## config.mk

```make
export PLATFORM = sky130hd
export DESIGN_NAME = pie_symbol_decoder
export DESIGN_NICKNAME = d
export VERILOG_FILES = /design/src/rtl/pie_pkg.sv /design/src/rtl/pie_edge_sync.sv /design/src/rtl/pie_symbol_decoder.sv
export SDC_FILE = /design/constraint.sdc
export NUM_CORES = 1
export LEC_CHECK = 0
export ABC_AREA = 1
export CORE_MARGIN = 2
export CORE_UTILIZATION = 55
export DETAILED_ROUTE_END_ITERATION = 6
export GPL_TIMING_DRIVEN = 0
export PLACE_DENSITY = 0.86
export SETUP_SLACK_MARGIN = 0.05
export SYNTH_ARGS = -nofsm -noshare
export SYNTH_HDL_FRONTEND = slang
export SYNTH_SLANG_ARGS = --single-unit
```

## constraint.sdc

```tcl
create_clock -name clk -period 2.4 [get_ports clk]
set_input_delay 0.48 -clock clk [delete_from_list [all_inputs] [get_ports clk]]
set_output_delay 0.48 -clock clk [all_outputs]
set_load 0.005 [all_outputs]
```

## src/rtl/pie_pkg.sv

```systemverilog
// Shared types and constants for the PIE preamble/symbol decoder and its benches.
package pie_pkg;

    localparam int CNT_W_DEF = 16;
    localparam int CNT_SAT   = 2500;

    typedef enum logic [2:0] {
        IDLE,
        DELIM,
        DATA0,
        RTCAL,
        TRCAL,
        DATA
    } pie_state_e;

endpackage

```

## src/rtl/pie_edge_sync.sv

```systemverilog
// Two-flop synchroniser for an asynchronous envelope plus single-cycle rise/fall detect.
module pie_edge_sync (
    input  logic clk,
    input  logic reset,
    input  logic async_i,
    output logic rise_o,
    output logic fall_o
);

    logic meta_q;
    logic sync_q;
    logic prev_q;

    always_ff @(posedge clk) begin
        if (reset) begin
            meta_q <= 1'b0;
            sync_q <= 1'b0;
            prev_q <= 1'b0;
        end else begin
            meta_q <= async_i;
            sync_q <= meta_q;
            prev_q <= sync_q;
        end
    end

    assign rise_o = sync_q & ~prev_q;
    assign fall_o = ~sync_q & prev_q;

endmodule

```

## src/rtl/pie_symbol_decoder.sv

```systemverilog
// EPC Gen2 PIE decoder: delimiter, data-0, RTcal, optional TRcal, then data bits.
// Define PIE_TRCAL_EN to include the TRcal measurement state.
module pie_symbol_decoder
    import pie_pkg::*;
#(
    parameter int CNT_W     = CNT_W_DEF,
    parameter int DELIM_MIN = 16,
    parameter int DELIM_MAX = 400
) (
    input  logic             clk,
    input  logic             reset,
    input  logic             demod_in,
    input  logic [CNT_W-1:0] count,
    input  logic             overflow,
    output logic             cnt_clear,
    output logic             cnt_enable,
    output logic             bit_out,
    output logic             bit_valid,
    output logic [CNT_W-1:0] rtcal,
    output logic [CNT_W-1:0] trcal,
    output logic             trcal_valid,
    output logic             frame_done
);

    localparam logic [CNT_W-1:0] DMIN = CNT_W'(DELIM_MIN);
    localparam logic [CNT_W-1:0] DMAX = CNT_W'(DELIM_MAX);
`ifdef PIE_TRCAL_EN
    localparam pie_state_e AFTER_RT = TRCAL;
`else
    localparam pie_state_e AFTER_RT = DATA;
`endif

    function automatic logic decode_bit(input logic [CNT_W-1:0] iv, input logic [CNT_W-1:0] piv);
        return iv > piv;
    endfunction

    logic rise, fall, timeout;
    pie_state_e state_q, state_d;
    logic [CNT_W-1:0] d0_q, d0_d, pivot_q, pivot_d, rtcal_q, rtcal_d;
    logic cnt_clear_q, cnt_clear_d, cnt_enable_q;
    logic bit_out_q, bit_out_d, bit_valid_q, bit_valid_d;
    logic frame_done_q, frame_done_d, bit_seen_q, bit_seen_d;
`ifdef PIE_TRCAL_EN
    logic [CNT_W-1:0] trcal_q, trcal_d;
    logic trcal_valid_q, trcal_valid_d;
`endif

    pie_edge_sync u_edge_sync (
        .clk     (clk),
        .reset   (reset),
        .async_i (demod_in),
        .rise_o  (rise),
        .fall_o  (fall)
    );

    // During the clear cycle the counter still shows the previous frame's saturated value.
    assign timeout = overflow & ~cnt_clear_q;

    always_ff @(posedge clk) begin
        if (reset) state_q <= IDLE;
        else       state_q <= state_d;
    end

    always_comb begin
        state_d = state_q;
        if (state_q != IDLE && timeout) begin
            state_d = IDLE;
        end else begin
            case (state_q)
                IDLE:    if (fall) state_d = DELIM;
                DELIM:   if (rise) state_d = (count >= DMIN && count <= DMAX) ? DATA0 : IDLE;
                DATA0:   if (rise) state_d = RTCAL;
                RTCAL:   if (rise) state_d = (count > d0_q) ? AFTER_RT : IDLE;
                TRCAL:   if (rise) state_d = DATA;
                DATA:    state_d = DATA;
                default: state_d = IDLE;
            endcase
        end
    end

    always_comb begin
        cnt_clear_d  = 1'b0;
        bit_valid_d  = 1'b0;
        frame_done_d = 1'b0;
        bit_out_d    = bit_out_q;
        bit_seen_d   = bit_seen_q;
        d0_d         = d0_q;
        pivot_d      = pivot_q;
        rtcal_d      = rtcal_q;
`ifdef PIE_TRCAL_EN
        trcal_d       = trcal_q;
        trcal_valid_d = 1'b0;
`endif
        if (state_q == IDLE) begin
            if (fall) begin
                cnt_clear_d = 1'b1;
                bit_seen_d  = 1'b0;
            end
        end else if (timeout) begin
            frame_done_d = bit_seen_q;
        end else if (rise) begin
            cnt_clear_d = 1'b1;
            case (state_q)
                DATA0: d0_d = count;
                RTCAL: begin
                    if (count > d0_q) begin
                        rtcal_d = count;
                        pivot_d = count >> 1;
                    end
                end
`ifdef PIE_TRCAL_EN
                TRCAL: begin
                    if (count > rtcal_q) begin
                        trcal_d       = count;
                        trcal_valid_d = 1'b1;
                    end else begin
                        bit_out_d   = decode_bit(count, pivot_q);
                        bit_valid_d = 1'b1;
                        bit_seen_d  = 1'b1;
                    end
                end
`endif
                DATA: begin
                    bit_out_d   = decode_bit(count, pivot_q);
                    bit_valid_d = 1'b1;
                    bit_seen_d  = 1'b1;
                end
                default: ;
            endcase
        end
    end

    always_ff @(posedge clk) begin
        if (reset) begin
            cnt_clear_q  <= 1'b0;
            cnt_enable_q <= 1'b0;
            bit_out_q    <= 1'b0;
            bit_valid_q  <= 1'b0;
            frame_done_q <= 1'b0;
            bit_seen_q   <= 1'b0;
            d0_q         <= '0;
            pivot_q      <= '0;
            rtcal_q      <= '0;
        end else begin
            cnt_clear_q  <= cnt_clear_d;
            cnt_enable_q <= (state_q != IDLE);
            bit_out_q    <= bit_out_d;
            bit_valid_q  <= bit_valid_d;
            frame_done_q <= frame_done_d;
            bit_seen_q   <= bit_seen_d;
            d0_q         <= d0_d;
            pivot_q      <= pivot_d;
            rtcal_q      <= rtcal_d;
        end
    end

`ifdef PIE_TRCAL_EN
    always_ff @(posedge clk) begin
        if (reset) begin
            trcal_q       <= '0;
            trcal_valid_q <= 1'b0;
        end else begin
            trcal_q       <= trcal_d;
            trcal_valid_q <= trcal_valid_d;
        end
    end

    assign trcal       = trcal_q;
    assign trcal_valid = trcal_valid_q;
`else
    assign trcal       = '0;
    assign trcal_valid = 1'b0;
`endif

    assign cnt_clear  = cnt_clear_q;
    assign cnt_enable = cnt_enable_q;
    assign bit_out    = bit_out_q;
    assign bit_valid  = bit_valid_q;
    assign rtcal      = rtcal_q;
    assign frame_done = frame_done_q;

endmodule

```

==> run metrics, run 1 <==
net count of the finished layout 483; power density over the cells 433 mW/mm²; worst path setup slack after routing 226 ps; global-route wire length before repair 9870 µm; count of routing violations after the opening detailed-route iteration 119; setup repair after global routing missed its margin false; Ports 58; max capacitance violation total 0; die area 0.00538 mm²; vertical die dimension 73.4 µm; clock latency at the later pin of the worst-skew pair 300 ps; arrival time worst endpoint 2410 ps; leakage dissipation 0.00153 µW; number of endpoints failing setup at the final stage 0; proportion of synthesized chip area in sequential cells 0.333; number of buffer and inverter stages on the critical path 2; yosys warns 0; H-tree depth 2; number of clock sinks 44; worst setup timing slack at the placement stage -117 ps; Power, Total 1420 µW; Crit. End Element flip-flop; antenna violations before repair 0; nature of the critical path startpoint input pin; Initial Utilization 0.564; flop and latch count out of synthesis 44; final-report max-slew violation count 0; cell seen most often among critical-path stages nand2_1; main area contributors after synthesis dfxtp_1, ha_1, nand2_1; DRC 0; antenna-violating nets left 0; clock tree from TritonCTS done; category of cells accounting for the largest share of critical-path delay buffers and inverters; top cell type by total area after synthesis dfxtp_1; total iterations of the first detailed-routing run 4; Clock Skews 6.73 ps; series of cell instances along the critical path clkdlybuf4s50_1 > ha_1 > nand2_1 > nand2_1 > nand3_1 > nand2_1 > a21oi_1 > nand2_2 > nand3_4 > clkbuf_4 > nor2_1 > nor2_1; endpoints failing hold 0; HPWL after DPL 4560 µm; status complete, no violations; mapped cell area 0.00265 mm²; clk slew on worst S/H paths 80 ps; Worst Path Required 2640 ps; width of the die 73.4 µm; highest attainable clock frequency 0.460 GHz; fraction of synthesized cell area taken by the top area cell type 0.333; clock root buffer clkbuf_8; Tmin final 2170 ps; hold-fix buffer count after cts 0; number of distinct library cell variants in the gate-level netlist after synthesis 30; fraction of the core area covered by cells at the end of the flow 0.697; peak ir drop on the vdd network 0.345 mV; average vias per placed instance 5.07; total grt overflow 0; drt wl/cell 12.4 µm; Total Routing Usage GR 0.236; Site Rows 25; buffers inserted by post-CTS timing repair 0; area added between synthesis and finish 23.7%; library cell contributing the largest single delay on the critical path clkdlybuf4s50_1; minimum setup slack among reg-to-reg paths 610 ps; pin count of the biggest net entering global routing 15; number of cells after detailed placement 479; mean area per synthesized cell 7.17 µm²; via count of the first global-routing pass 2251; ratio of final minimum period to clock period 0.906; number of non-filler instances in the completed layout 487; share of post-route cells with drive strength above 1 0.104; Inserted Diodes 0; number of instances in the synthesized netlist 369; TritonCTS buffer count 5; overall via count from detail_route 2467; Final Routed Wirelength 6020 µm; number of buffers inserted by port buffering 40; Clock Tree Buf Depth 2; Final GP Congestion 0.857; largest stage delay on the critical path 520 ps; classification of the worst setup path in -> reg; kind of path behind the tightest hold check reg -> reg; largest fanout on the critical path 10; Core ar. 0.00469 mm²
synth_stat cells (all sizes together):
cell type,instances
conb,1
o21a,1
clkinv,1
nand3,8
a31oi,2
o21ai,22
nor2,54
nor4,2
inv,50
nand4,6
clkbuf,3
dfxtp,44
ha,31
nand2,78
a21oi,35
nor3,5
buf,24
o21bai,1
a21o,1
worst min-delay path, cell delays in order (launching register included):
cell	delay, ps
dfxtp_1	300
inv_1	50
nor2_1	30
final cells by class:
type	count	area [µm²]
plain buffers	27	189
clock inverters	3	18.8
repair buffers	40	405
well taps	54	67.6
fillers	405	1420
inverters	51	191
flip-flops and latches	44	881
clock buffers	5	68.8
multi-input cells	263	1450
timing repair:
action                                 in CTS  in global routing
endpoints found under the hold margin       0                  0
setup endpoints to repair                   0                  5
gates resized for setup                     0                  4
path summary, 6_finish.rpt:
kind | startpoint | to | cells after the start
worst max-delay path | count[9] | rtcal[11]$_SDFFE_PP0P_ | 12
worst min register to register | u_edge_sync.meta_q$_SDFF_PP0_ | u_edge_sync.sync_q$_SDFF_PP0_ | 2
worst min-delay path | u_edge_sync.meta_q$_SDFF_PP0_ | u_edge_sync.sync_q$_SDFF_PP0_ | 2
worst max register to register | d0_q[7]$_SDFFE_PP0P_ | rtcal[11]$_SDFFE_PP0P_ | 11
power by group:
part	switching (µW)	internal, µW
combinational	111	94.0
sequential	4.78	736
clock	266	203
total	382	1030
kinds of logic after synthesis:
logic type,share of synthesized area
and+or+nand+nor,0.255
other,0.00142
buffers and inverters,0.143
DFF,0.333
adders and majority gates,0.147
AOI/OAI and AO/OA,0.121
per-layer routing:
| metal | routed length [µm] | track usage | vias up | part of all wire |
|---|---|---|---|---|
| met3 | 406 | 0.0453 | 5 | 0.067 |
| met1 | 2570 | 0.293 | 1108 | 0.43 |
| met5 | 0 | 0 | - | 0 |
| met4 | 62 | 0.0929 | 0 | 0.010 |
| met2 | 2980 | 0.401 | 82 | 0.49 |
| li1 | - | - | 1272 | - |
sequential cells by signal, indices dropped and copies added (netlist names):
name / flops
u_edge_sync.meta_q: 1
state_q: 3
frame_done: 1
bit_seen_q: 1
u_edge_sync.prev_q: 1
bit_out: 1
cnt_clear: 1
bit_valid: 1
d0_q: 16
u_edge_sync.sync_q: 1
rtcal: 16
cnt_enable: 1
cells in the final DEF, fill, tap and decap left out, drive strengths merged, types with 4 or more instances in the layout:
cell type      netlist  layout
a21oi               35      35
inv                 50      50
clkbuf               3       9
nor2                54      54
clkinv               1       4
buf                 24      23
nand3                8       8
clkdlybuf4s50        0      38
nand2               78      78
o21ai               22      22
conb                 1      17
ha                  31      31
dfxtp               44      44
nor3                 5       5
nand4                6       6
per-stage QoR:
stage                     instance area [µm²]  hold WS [ps]  setup TNS (ps)
after floorplan                          2710           388               0
after global placement                   3170           395            -772
after global routing                     3270           449               0
after detailed placement                 3170           408           -1100
after CTS                                3260           423               0
final                                    3270           420               0
Power figures use the tool's default switching activity.
==> run 2, diff against run 1 <==
==> constraint.sdc (replaced) <==
create_clock -name clk -period 2.4 [get_ports clk]
set_input_delay 0.48 -clock clk [delete_from_list [all_inputs] [get_ports clk]]
set_output_delay 0.48 -clock clk [all_outputs]
set_load 0.01 [all_outputs]
==> results of run 2 <==
The final DEF is identical to that of run 1. Status: complete, no violations.
